`config.mk`:
```
export PLATFORM = sky130hd
export DESIGN_NAME = multi_channel_pipe_reg
export DESIGN_NICKNAME = d
export VERILOG_FILES = /design/src/rtl/multi_channel_pipe_reg.sv
export SDC_FILE = /design/constraint.sdc
export NUM_CORES = 1
export LEC_CHECK = 0
export ABC_AREA = 1
export BUFFER_PORTS_ARGS = -buffer_cell sky130_fd_sc_hd__buf_2
export CELL_PAD_IN_SITES_DETAIL_PLACEMENT = 0
export CELL_PAD_IN_SITES_GLOBAL_PLACEMENT = 1
export CORE_ASPECT_RATIO = 0.5
export CORE_MARGIN = 3
export CORE_UTILIZATION = 40
export DETAILED_ROUTE_END_ITERATION = 8
export GPL_TIMING_DRIVEN = 0
export HOLD_SLACK_MARGIN = 0.06
export MAX_ROUTING_LAYER = met4
export PLACE_DENSITY_LB_ADDON = 0.1
export SLEW_MARGIN = 0
export SYNTH_ARGS = -nofsm -noshare
export SYNTH_HDL_FRONTEND = slang
export SYNTH_SLANG_ARGS = --single-unit
```
`constraint.sdc`:
```
create_clock -name clk -period 3.5 [get_ports clk]
set_input_delay 0.7 -clock clk [delete_from_list [all_inputs] [get_ports clk]]
set_output_delay 0.7 -clock clk [all_outputs]
set_load 0.02 [all_outputs]
```
`src/rtl/multi_channel_pipe_reg.sv`:
```
// Purpose : CHANNELS x WIDTH lanes carried through p_depth valid/ready register stages, with bubble collapse and flush.
// Latency : p_depth-1 cycles from acceptance to out_valid when unstalled; one beat per cycle.
// Backpressure: out_ready=0 stalls the full stages; empty stages keep accepting. Optional PIPE_OCCUPANCY_CNT_EN adds occupancy.
module multi_channel_pipe_reg #(
   parameter int                    p_width         = 8,
   parameter int                    p_channels      = 3,
   parameter int                    p_depth         = 2,
   parameter logic [p_channels-1:0] p_rst_ones_mask = '0
) (
   input  logic                          clk,
   input  logic                          rst,
   input  logic                          flush,
   input  logic                          in_valid,
   output logic                          in_ready,
   input  logic [p_channels*p_width-1:0] in_data,
   output logic                          out_valid,
   input  logic                          out_ready,
   output logic [p_channels*p_width-1:0] out_data
`ifdef PIPE_OCCUPANCY_CNT_EN
   ,
   output logic [$clog2(p_depth+1)-1:0]  occupancy
`endif
);

   localparam int lp_dw = p_channels * p_width;

   // Channels whose mask bit is set reset to all-ones, the rest to all-zeros.
   function automatic logic [lp_dw-1:0] f_rst_pat();
      logic [lp_dw-1:0] v_pat;
      v_pat = '0;
      for (int c = 0; c < p_channels; c++) begin
         if (p_rst_ones_mask[c]) begin
            v_pat[c*p_width +: p_width] = '1;
         end
      end
      return v_pat;
   endfunction

   localparam logic [lp_dw-1:0] lp_rst_pat = f_rst_pat();

   logic [p_depth-1:0] r_vld;
   logic [lp_dw-1:0]   r_data [p_depth];
   logic [p_depth-1:0] w_rdy;
   logic [p_depth-1:0] w_src_vld;
   logic [lp_dw-1:0]   w_src_dat [p_depth];

   // Ready ripples back from the output: a stage can load if it is empty or its contents move on.
   always_comb begin
      logic v_acc;
      w_rdy = '0;
      v_acc = !r_vld[p_depth-1] | out_ready;
      w_rdy[p_depth-1] = v_acc;
      for (int s = p_depth - 2; s >= 0; s--) begin
         v_acc    = !r_vld[s] | v_acc;
         w_rdy[s] = v_acc;
      end
   end

   // Source of each stage: the input port for stage 0, the previous stage otherwise.
   always_comb begin
      w_src_vld = '0;
      for (int s = 0; s < p_depth; s++) begin
         w_src_dat[s] = '0;
      end
      w_src_vld[0] = in_valid;
      w_src_dat[0] = in_data;
      for (int s = 1; s < p_depth; s++) begin
         w_src_vld[s] = r_vld[s-1];
         w_src_dat[s] = r_data[s-1];
      end
   end

   // Stage registers: reset beats flush beats any handshake; data only moves with a valid beat.
   always_ff @(posedge clk) begin
      if (rst) begin
         r_vld <= '0;
         for (int s = 0; s < p_depth; s++) begin
            r_data[s] <= lp_rst_pat;
         end
      end else if (flush) begin
         r_vld <= '0;
      end else begin
         for (int s = 0; s < p_depth; s++) begin
            if (w_rdy[s]) begin
               r_vld[s] <= w_src_vld[s];
               if (w_src_vld[s]) begin
                  r_data[s] <= w_src_dat[s];
               end
            end
         end
      end
   end

   assign in_ready  = w_rdy[0];
   assign out_valid = r_vld[p_depth-1];
   assign out_data  = r_data[p_depth-1];

`ifdef PIPE_OCCUPANCY_CNT_EN
   localparam int lp_ow = $clog2(p_depth + 1);

   logic [lp_ow-1:0] r_occ;

   // Count of valid stages, tracked from the two handshakes rather than re-counting r_vld.
   always_ff @(posedge clk) begin
      if (rst || flush) begin
         r_occ <= '0;
      end else begin
         r_occ <= r_occ + lp_ow'(in_valid & in_ready) - lp_ow'(out_valid & out_ready);
      end
   end

   assign occupancy = r_occ;

`ifndef SYNTHESIS
   a_occ_matches_vld : assert property (@(posedge clk) disable iff (rst)
      r_occ == lp_ow'($countones(r_vld)));
`endif
`endif

endmodule

```
* Word-level counts from Yosys, hierarchy flattened
Memory sizes are Yosys's and may differ from the RTL's. Index checks and enable logic that the tools add are counted. Widths: inputs -> output; s select.
Word-level totals: flip-flop bits (word level) 2, memories kept 1, bits in writable memories 48, logic and storage cells 24
Memories:
- r_data | depth 2, width 24, read ports 2, clocked after memory_dff 0, wr ports 2, RTL line 42 | logic [lp_dw-1:0] r_data [p_depth];
Operators by class: bitwise gates (word level) 4, reductions and logical operators 3, multiplexer cells 14
Operator list (count):
- $mux 24 | 2
- $mux 1 | 12
- $or 1x1->1 | 4
- $logic_not 1->1 | 2
- $reduce_or 2->1 | 1

* Logic depth before layout (Yosys ltp)
Gate-level depths: netlist (run 1).
word-level depth 8, gate-level depth with buffers 6, mapped depth without buffers 4

* Least setup slack after synthesis (run 1)
OpenSTA, ideal clock, no wires.
path kind input to register, start point in out_ready, end point mem r_data[0][0] (netlist name) (enable), data arrival time 2.706 ns, stages on the path 4, path slack 0.355 ns, setup time 0.438 ns, buffers on the path 0, required time 3.062 ns, cell sequence inv_1 nand3_2 nand2_1 o21ai_0
RTL lines:
- start, declared | RTL line 17 | input logic out_ready,
- end, declared | RTL line 42

==> metrics.md, run 1 <==
| Metric | Value |
|---|---|
| Design internal power | `960 µW` |
| Synth cell types | `12` |
| Ratio of final minimum period to clock period | `63.7%` |
| Gates resized, CTS repair | `0` |
| Sequential Power Share | `57.6%` |
| Latest clock arrival within the worst-skew pair | `0.29 ns` |
| Number of antenna repair diodes | `0` |
| Grt total ovfl | `0` |
| Final WS setup | `1.27 ns` |
| Die area | `approximately 6600 µm²` |
| Cells after DPL | `319` |
| Reported leakage power | `0.00127 µW` |
| Combined area of all synthesized cells | `between 2000 and 2500 µm²` |
| Highest achievable clock rate | `~450 MHz` |
| Post-route DRC violation count | `0` |
| Number of register bits inferred by synthesis | `50` |
| Category of the worst setup path capture point | `flip-flop` |
| Critical Path Source | `flush` |
| R2R cell count | `5` |
| Outcome | `complete, no violations` |
| Fin. max-slew vios | `0` |
| Number of global-route vias before repair | `1,376` |
| Worst min path class | `reg2reg` |
| Placeable core region | `5160 µm²` |
| Leading cell type in the layout, fill and taps excluded | `sky130_fd_sc_hd__buf_2` |
| First-pass GRT wire length | `6.09 mm` |
| Area fraction of the dominant cell type after synthesis | `~64%` |
| Largest net degree at the start of global routing | `25` |
| Area added between synthesis and finish | `21.7%` |
| Min-delay src | `r_vld[0]$_SDFFE_PP0P_` |
| Post-CTS setup buffer count | `0` |
| Final ANT Viol Nets | `0` |
| Clock root buffer master | `sky130_fd_sc_hd__clkbuf_8` |
| Vias post-DR | `1,399` |
| Yosys synthesis warning count | `0` |
| Library cell occupying the most area in the post-synthesis netlist | `sky130_fd_sc_hd__edfxtp_1` |
| Setup slack on the worst flop-to-flop path | `1.51 ns` |
| Estimated wirelength of the detail-placed design | `2.70 mm` |
| Logic gate share of total power | `10.1%` |
| Period minus WS final | `2.23 ns` |
| CP Capture Point | `r_data[0][26]$_SDFFCE_PN0P_` |
| Biggest area contributors in the synthesized netlist | `sky130_fd_sc_hd__edfxtp_1 (64%), sky130_fd_sc_hd__a21oi_1 (11%), sky130_fd_sc_hd__inv_1 (8.7%), sky130_fd_sc_hd__buf_4 (8.4%), sky130_fd_sc_hd__buf_6 (2.0%)` |
| Number of vias per cell after detailed routing | `4.28` |
| Crit-path slowest cell | `sky130_fd_sc_hd__nand2_1` |
| Filler cells | `459` |
| Total power draw | `1220 µW` |
| Post-Route Utilization | `about 53%` |
| Slowest stage delay, CP | `about 0.74 ns` |
| Endpoints failing hold | `0` |
| Total global routing track utilization | `12.4%` |
| Detailed router's first-iteration violation count | `29` |
| Clock-pin slew reported for the worst setup and hold paths after clock tree synthesis | `0.08 ns` |
| Combined area of the multi-input logic cells | `312 µm²` |
| FF-to-FF End | `r_data[0][26]$_SDFFCE_PN0P_` |
| Maximum vdd drop | `about 0.17 mV` |
| Synthesized netlist cell count | `~190` |
| Die Span X | `112 µm` |
| Antenna violations before repair | `0` |
| Worst Path Arrival | `roughly 2.2 ns` |
| Storage element area | `~1500 µm²` |
| Clock buffer count from CTS | `5` |
| Place WS | `0.913 ns` |
| Die height | `about 59 µm` |
| Layout cells sized above 1 | `38.1%` |
| Non-filler instance count after layout | `327` |
| Worst-path maximum fanout | `24` |
| Max transition margin | `32.5%` |
| Number of nets at the end of the flow | `285` |
| Required time worst endpoint | `about 3.4 ns` |
| Num rows | `18` |
| Reg2Reg Launch Point | `r_vld[1]$_SDFFE_PP0P_` |
| Sum of routed wire length over all layers | `3.74 mm` |
| PD cells | `around 450 nW/µm²` |
| Initial standard-cell utilization of the core | `43.4%` |
| Boundary Pins | `55` |
| Buffers on Ports | `54` |
| RSZ-0062 raised after global routing | `false` |
| Clk_skew | `0.00565 ns` |
| CTS tree | `built` |
| Avg Synthesized Cell Area | `11.5 µm²` |
| Most frequent cell on the critical path | `sky130_fd_sc_hd__buf_6` |
| Maximum number of buffers from clock root to sink | `2` |
| MaxCap Viol Count | `0` |
| Switching component of the power | `259 µW` |
| Final setup vio count | `0` |
| Syn nets | `223` |
| Detail-routed net length per standard cell | `approximately 11 µm` |
| Clock share of power | `32.2%` |
| Most used cells in the layout excluding fill and tap cells | `sky130_fd_sc_hd__buf_2 (56), sky130_fd_sc_hd__inv_1 (52), sky130_fd_sc_hd__a21oi_1 (50)` |
| CTS H-tree depth | `2` |
| Net switching fraction of the power | `21.2%` |
| Category of the most critical setup path | `in2reg` |
| Critical path startpoint category | `input pin` |
| Hold_buf cts | `0` |
| Worst slew pin tran | `~1 ns` |
| Register area share after synthesis | `66.2%` |
| First drt pass iteration count | `4` |
| Final RePlAce weighted congestion | `0.698` |
| CP Cell Sequence | `buf_2 > nor2_4 > nand3_2 > buf_6 > buf_6 > nand2_1` |
| Number of sinks handled by clock tree synthesis | `50` |
[state kept, by name (all words and copies together), names as in the netlist]
| register | cells |
|---|---|
| r_data | 48 |
| r_vld | 2 |
[final cells by class]
cell class | instances | share of cell area, %
Sequential cell | 50 | 54.4
Timing Repair Buffer | 55 | 10.5
Clock inverter | 2 | 1.38
Multi-Input combinational cell | 58 | 11.4
Clock buffer | 6 | 2.66
Inverter | 52 | 7.16
Tap cell | 70 | 3.21
Buffer | 34 | 9.32
[how the worst min path moves through the flow]
stage	endpoint	slack, ns	depth (start not counted)
after floorplan	r_vld[1]$_SDFFE_PP0P_	0.46	2
after global routing	r_vld[1]$_SDFFE_PP0P_	0.54	2
after detailed placement	r_vld[1]$_SDFFE_PP0P_	0.51	2
final	r_vld[1]$_SDFFE_PP0P_	0.52	2
after CTS	r_vld[1]$_SDFFE_PP0P_	0.52	2
after global placement	r_vld[1]$_SDFFE_PP0P_	0.48	2
[stage by stage]
stage               hold WS (ns)  setup TNS [ns]  cell area (µm²)
CTS                        0.519               0             2730
floorplan                  0.463               0             2240
detailed placement         0.506               0             2620
global placement           0.477          -10.15             2600
global route               0.539               0             2730
finish                     0.515               0             2730
[power groups by stage]
stage               clock [µW]  sequential, µW  combinational [µW]
floorplan                    0             715                80.6
global placement             0             717                 120
detailed placement           0             717                 125
CTS                        405             703                 125
global route               424             706                 138
finish                     393             702                 124
[Yosys cell counts]
cell type / count
sky130_fd_sc_hd__o21ai_0: 1
sky130_fd_sc_hd__buf_4: 25
sky130_fd_sc_hd__nand2_1: 3
sky130_fd_sc_hd__buf_6: 4
sky130_fd_sc_hd__a21oi_1: 50
sky130_fd_sc_hd__inv_1: 52
sky130_fd_sc_hd__nor2_4: 1
sky130_fd_sc_hd__dfxtp_1: 2
sky130_fd_sc_hd__edfxtp_1: 48
sky130_fd_sc_hd__nand3_2: 3
sky130_fd_sc_hd__clkbuf_1: 3
sky130_fd_sc_hd__buf_2: 2
[metal layers]
metal	vias up	part of all wire (%)	GRT usage (%)
li1	727	-	-
met1	635	44	13.8
met2	32	49	22.1
met3	5	6.1	4.21
met4	0	0.83	3.12
met5	-	0	-
[cells by family after synthesis]
logic type	count (synthesis)	share of synthesized area (%)
buffers and inverters	86	20.1
DFF	50	66.2
AOI/OAI and AO/OA	51	11.4
and+or+nand+nor	7	2.35
[worst max-delay path, delay by kind of cell]
kind | cells | cell delay [ns]
buf+inv | 3 | 0.43
simple gates | 3 | 1.01
No activity file was read; power rests on OpenSTA's default activity.
==> run 2: changes to the inputs <==
==> constraint.sdc (replaced) <==
create_clock -name clk -period 2.3 [get_ports clk]
set_input_delay 0.46 -clock clk [delete_from_list [all_inputs] [get_ports clk]]
set_output_delay 0.46 -clock clk [all_outputs]
set_load 0.02 [all_outputs]
==> metrics.md, run 2 (synthesis gave the netlist of run 1 again) <==
| Metric | Value |
|---|---|
| Outcome | `complete, no violations` |
| Layout cells sized above 1 | `38.5%` |
| Num rows | `18` |
| Number of global-route vias before repair | `1,405` |
| Hold Slack | `about 0.48 ns` |
| Initial standard-cell utilization of the core | `a little over two fifths` |
| Detail-routed net length per standard cell | `11.8 µm` |
| Endpoints failing hold | `0` |
| Leading cell type in the layout, fill and taps excluded | `sky130_fd_sc_hd__buf_2` |
| Gates resized, CTS repair | `0` |
| Highest achievable clock rate | `499 MHz` |
| Cells after DPL | `319` |
| Final RePlAce weighted congestion | `0.691` |
| Estimated wirelength of the detail-placed design | `between 2 and 3 mm` |
| Hold_buf cts | `0` |
| Largest registers in the final layout | `r_data (48), r_vld (2)` |
| Total global routing track utilization | `12.9%` |
| Category of the worst setup path capture point | `flip-flop` |
| Max reg flops | `48` |
| Setup TNS after final layout | `0 ns` |
| Fin. max-slew vios | `0` |
| Largest register by flop count | `r_data` |
| Number of sinks handled by clock tree synthesis | `50` |
| Period minus WS final | `2.00 ns` |
| CTS H-tree depth | `2` |
| Reported leakage power | `0.00128 µW` |
| Number of vias per cell after detailed routing | `approximately 4.3` |
| Most used cells in the layout excluding fill and tap cells | `sky130_fd_sc_hd__buf_2 (56), sky130_fd_sc_hd__inv_1 (52), sky130_fd_sc_hd__a21oi_1 (50)` |
| Die Span X | `112 µm` |
| Maximum number of buffers from clock root to sink | `2` |
| Area added between synthesis and finish | `21.7%` |
| Critical path startpoint category | `input pin` |
| Max transition margin | `between 30% and 40%` |
| Die area | `between 6000 and 7000 µm²` |
| Clock buffer count from CTS | `5` |
| RSZ-0062 raised after global routing | `false` |
| Required time worst endpoint | `around 2.2 ns` |
| MaxCap Viol Count | `0` |
| Final setup vio count | `0` |
| Worst Path Arrival | `1.92 ns` |
| Boundary Pins | `55` |
| Crit-path slowest cell | `sky130_fd_sc_hd__nand2_1` |
| Placed Instance Area | `2620 µm²` |
| Worst min path class | `in2reg` |
| PD cells | `a little under 700 nW/µm²` |
| Grt total ovfl | `0` |
| Buffers on Ports | `54` |
| Ratio of final minimum period to clock period | `87.2%` |
| Latest clock arrival within the worst-skew pair | `0.29 ns` |
| Clock-pin slew reported for the worst setup and hold paths after clock tree synthesis | `0.09 ns` |
| Post-CTS setup buffer count | `0` |
| Clock root buffer master | `sky130_fd_sc_hd__clkbuf_8` |
| Worst-path maximum fanout | `24` |
| Kind of cell adding the most delay to the critical path | `simple AND/OR/NAND/NOR gates` |
| Post-route DRC violation count | `0` |
| Maximum vdd drop | `0.359 mV` |
| Antenna violations before repair | `0` |
| Number of nets at the end of the flow | `285` |
| Category of the most critical setup path | `in2reg` |
| Buf+Inv Stages, Crit Path | `3` |
| Clk_skew | `0.00494 ns` |
| CP Cell Sequence | `buf_2 > nor2_4 > nand3_2 > buf_6 > buf_6 > nand2_1` |
| Sum of routed wire length over all layers | `3.86 mm` |
| Final ANT Viol Nets | `0` |
| First drt pass iteration count | `4` |
| Detailed router's first-iteration violation count | `38` |
| Placeable core region | `5160 µm²` |
| First-pass GRT wire length | `about 6.4 mm` |
| Die height | `~60 µm` |
| Most frequent cell on the critical path | `sky130_fd_sc_hd__buf_6` |
| Vias post-DR | `1,397` |
| Number of antenna repair diodes | `0` |
| Slowest stage delay, CP | `0.76 ns` |
| Non-filler instance count after layout | `approximately 330` |
| CTS tree | `built` |
| Largest net degree at the start of global routing | `25` |
| Setup slack on the worst flop-to-flop path | `0.32 ns` |
| Post-Layout Inst Area | `2720 µm²` |
| Worst slew pin tran | `1.04 ns` |
## run 2: cell count changes in the layout (fill, tap and decap cells not counted), sizes merged
cell,delta
clkinv,+2
clkbuf,-1
clkinvlp,-1
## run 2: routing by layer
layer / vias to the layer above / share of wire (%) / track usage, %
met2: 27 / 48 / 22.4
met5: - / 0 / -
met3: 2 / 5.0 / 3.90
met1: 639 / 47 / 15.2
met4: 0 / 0.21 / 2.95
li1: 729 / - / -
## run 2: final timing paths
| path | start | end | cells after the start |
|---|---|---|---|
| worst max-delay path | flush | r_data[0][47]$_SDFFCE_PN0P_ | 6 |
| worst max register to register | r_vld[1]$_SDFFE_PP0P_ | r_data[0][47]$_SDFFCE_PN0P_ | 5 |
| worst min-delay path | rst | r_vld[0]$_SDFFE_PP0P_ | 4 |
| worst min register to register | r_vld[0]$_SDFFE_PP0P_ | r_vld[1]$_SDFFE_PP0P_ | 2 |
## run 2: area by class of cell
class | count | area, µm²
fill | 476 | 2430
sequential | 50 | 1480
multi-input combinational | 58 | 312
timing repair buffer | 55 | 285
buffer | 34 | 254
inverter | 52 | 195
tap | 70 | 87.6
clock buffer | 5 | 68.8
clock inverter | 3 | 40.0
## run 2: tightest hold or removal path: cells and delay by family
family          cells  cell delay, ns
compound gates      1            0.04
buf+inv             2            0.18
simple gates        1            0.05
## run 2: where the power goes
| part | internal [µW] | leakage, µW | total [µW] | switching [µW] |
|---|---|---|---|---|
| combinational | 81.6 | 0.000700 | 190 | 108 |
| clock | 321 | 0.0000579 | 607 | 287 |
| sequential | 1060 | 0.000521 | 1070 | 13.5 |
| total | 1460 | 0.00128 | 1870 | 409 |
## run 2: metrics by stage
| stage | total power, µW | worst slack (ns) | utilization (%) |
|---|---|---|---|
| 4_1_cts | 1880 | 0.254 | 52.8 |
| 2_1_floorplan | 1210 | 0.0435 | - |
| 5_1_grt | 1940 | 0.0686 | 52.8 |
| 3_5_place_dp | 1280 | -0.0655 | 50.7 |
| 3_3_place_gp | 1270 | -0.541 | 50.3 |
| 6_report | 1870 | 0.295 | 52.8 |
==> run 3: changes to the inputs <==
--- a/config.mk
+++ b/config.mk
@@ -17,6 +17,7 @@
 export HOLD_SLACK_MARGIN = 0.06
 export MAX_ROUTING_LAYER = met4
 export PLACE_DENSITY_LB_ADDON = 0.1
+export REMOVE_ABC_BUFFERS = 1
 export SLEW_MARGIN = 0
 export SYNTH_ARGS = -nofsm -noshare
 export SYNTH_HDL_FRONTEND = slang
==> metrics.md, run 3 (synthesis gave the netlist of run 1 again) <==
| Metric | Value |
|---|---|
| Fin. max-slew vios | `0` |
| Place WS | `-0.810 ns` |
| Area added between synthesis and finish | `11.0%` |
| CTS H-tree depth | `2` |
| Most used cells in the layout excluding fill and tap cells | `sky130_fd_sc_hd__buf_2 (54), sky130_fd_sc_hd__inv_1 (52), sky130_fd_sc_hd__a21oi_1 (50)` |
| Grt total ovfl | `0` |
| Worst Path Arrival | `1.98 ns` |
| Total power draw | `1830 µW` |
| Reg2Reg Launch Point | `r_vld[0]$_SDFFE_PP0P_` |
| Kind of cell adding the most delay to the critical path | `simple AND/OR/NAND/NOR gates` |
| Die height | `58.9 µm` |
| Clock buffer count from CTS | `5` |
| Final WS setup | `0.445 ns` |
| Slowest stage delay, CP | `0.76 ns` |
| Storage element area | `1480 µm²` |
| Die area | `6580 µm²` |
| Estimated wirelength of the detail-placed design | `~2.1 mm` |
| Highest achievable clock rate | `~540 MHz` |
| Ratio of final minimum period to clock period | `80.7%` |
| Detailed router's first-iteration violation count | `40` |
| Total global routing track utilization | `11.4%` |
| Gates resized, CTS repair | `2` |
| Reported leakage power | `0.00112 µW` |
| Antenna violations before repair | `0` |
| Sum of routed wire length over all layers | `3.48 mm` |
| Endpoints failing hold | `0` |
| Leading cell type in the layout, fill and taps excluded | `sky130_fd_sc_hd__buf_2` |
| First-pass GRT wire length | `5.53 mm` |
| CTS tree | `built` |
| Boundary Pins | `55` |
| Maximum number of buffers from clock root to sink | `2` |
| Post-route DRC violation count | `0` |
| Final ANT Viol Nets | `0` |
| Combined area of the multi-input logic cells | `about 330 µm²` |
| Category of the worst setup path capture point | `flip-flop` |
| Die Span X | `approximately 110 µm` |
| Crit-path slowest cell | `sky130_fd_sc_hd__nand3_2` |
| Largest net degree at the start of global routing | `50` |
| Initial standard-cell utilization of the core | `between 40% and 50%` |
| Clk_skew | `0.00500 ns` |
| Number of antenna repair diodes | `0` |
| Clock-pin slew reported for the worst setup and hold paths after clock tree synthesis | `~0.090 ns` |
| Maximum vdd drop | `0.325 mV` |
| Max transition margin | `around a third` |
| Number of nets at the end of the flow | `251` |
| Latest clock arrival within the worst-skew pair | `0.30 ns` |
| Detail-routed net length per standard cell | `11.9 µm` |
| Min-delay src | `rst` |
| Post-CTS setup buffer count | `0` |
| Most frequent cell on the critical path | `sky130_fd_sc_hd__nand3_2` |
| Layout cells sized above 1 | `a little under a third` |
| Required time worst endpoint | `2.43 ns` |
| Number of global-route vias before repair | `1,229` |
| Critical path startpoint category | `flip-flop` |
| Critical Path Source | `r_vld[0]$_SDFFE_PP0P_` |
| Final RePlAce weighted congestion | `0.604` |
| CP Cell Sequence | `nand3_2 > nand3_2 > a21oi_1` |
| Vias post-DR | `1,287` |
| Clock root buffer master | `sky130_fd_sc_hd__clkbuf_8` |
| PD cells | `737 nW/µm²` |
| Outcome | `complete, no violations` |
| Worst slew pin tran | `1.01 ns` |
| Num rows | `18` |
| Placeable core region | `5160 µm²` |
| Hold_buf cts | `0` |
| Category of the most critical setup path | `reg2reg` |
| First drt pass iteration count | `4` |
| Worst min path class | `in2reg` |
| Number of vias per cell after detailed routing | `4.39` |
| MaxCap Viol Count | `0` |
| Filler cells | `489` |
| RSZ-0062 raised after global routing | `false` |
| Number of sinks handled by clock tree synthesis | `50` |
| Buffers on Ports | `54` |
| Worst-path maximum fanout | `48` |
| Largest register by flop count | `r_data` |
| Final setup vio count | `0` |
| Period minus WS final | `1.86 ns` |
| Buf+Inv Stages, Crit Path | `0` |
| Max reg flops | `48` |
| Largest registers in the final layout | `r_data (48), r_vld (2)` |
-- run 3: cell types whose count changed in the layout (fill, tap and decap cells not counted) --
cell / before / now
sky130_fd_sc_hd__buf_6: 4 / 0
sky130_fd_sc_hd__nand2_1: 3 / 2
sky130_fd_sc_hd__buf_2: 56 / 54
sky130_fd_sc_hd__nand3_2: 3 / 2
sky130_fd_sc_hd__nand2_4: 0 / 1
sky130_fd_sc_hd__nand3_4: 0 / 1
sky130_fd_sc_hd__buf_4: 25 / 0
sky130_fd_sc_hd__clkbuf_1: 3 / 0
-- run 3: area by class of cell --
| cell class | count | share of cell area [%] |
|---|---|---|
| clock buffer | 5 | 2.77 |
| sequential | 50 | 59.6 |
| clock inverter | 3 | 1.61 |
| multi-input combinational | 58 | 13.1 |
| timing repair buffer | 55 | 11.5 |
| inverter | 52 | 7.85 |
| tap | 70 | 3.52 |
-- run 3: metrics by stage --
step | hold slack [ns] | util, % | TNS, ns | std cells | area [µm²]
3_3_place_gp | 0.478 | 45.4 | -55.92 | 284 | 2340
2_1_floorplan | 0.463 | - | -14.51 | 160 | 1980
6_report | 0.460 | 48.2 | 0 | 293 | 2480
3_5_place_dp | 0.477 | 45.8 | -19.40 | 285 | 2360
5_1_grt | 0.467 | 48.2 | 0 | 293 | 2480
4_1_cts | 0.448 | 48.0 | 0 | 293 | 2480
-- run 3: routing by layer --
metal  GRT usage [%]  up-vias  wire length (µm)
met4            3.64        0                31
li1                -      658                 -
met3            4.11        4               241
met5               -        -                 0
met1            12.6      591              1560
met2            19.7       34              1640
-- run 3: worst paths after layout --
kind                                 end  cells past startpoint  slack, ns
max          r_data[0][39]$_SDFFCE_PN0P_                      3       0.44
min                r_vld[1]$_SDFFE_PP0P_                      4       0.46
max reg2reg  r_data[0][39]$_SDFFCE_PN0P_                      3       0.44
min reg2reg        r_vld[1]$_SDFFE_PP0P_                      2       0.52
-- run 3: report_power, final --
| group | total, µW | switching [µW] | internal [µW] | leakage, µW |
|---|---|---|---|---|
| combinational | 153 | 100 | 52.7 | 0.000543 |
| sequential | 1070 | 12.5 | 1050 | 0.000521 |
| clock | 612 | 292 | 321 | 0.0000579 |
-- run 3: tightest hold or removal path, cell delays in order --
cell	delay (ns)
sky130_fd_sc_hd__buf_2	0.11
sky130_fd_sc_hd__nor2_4	0.05
sky130_fd_sc_hd__inv_1	0.06
sky130_fd_sc_hd__a21oi_1	0.04
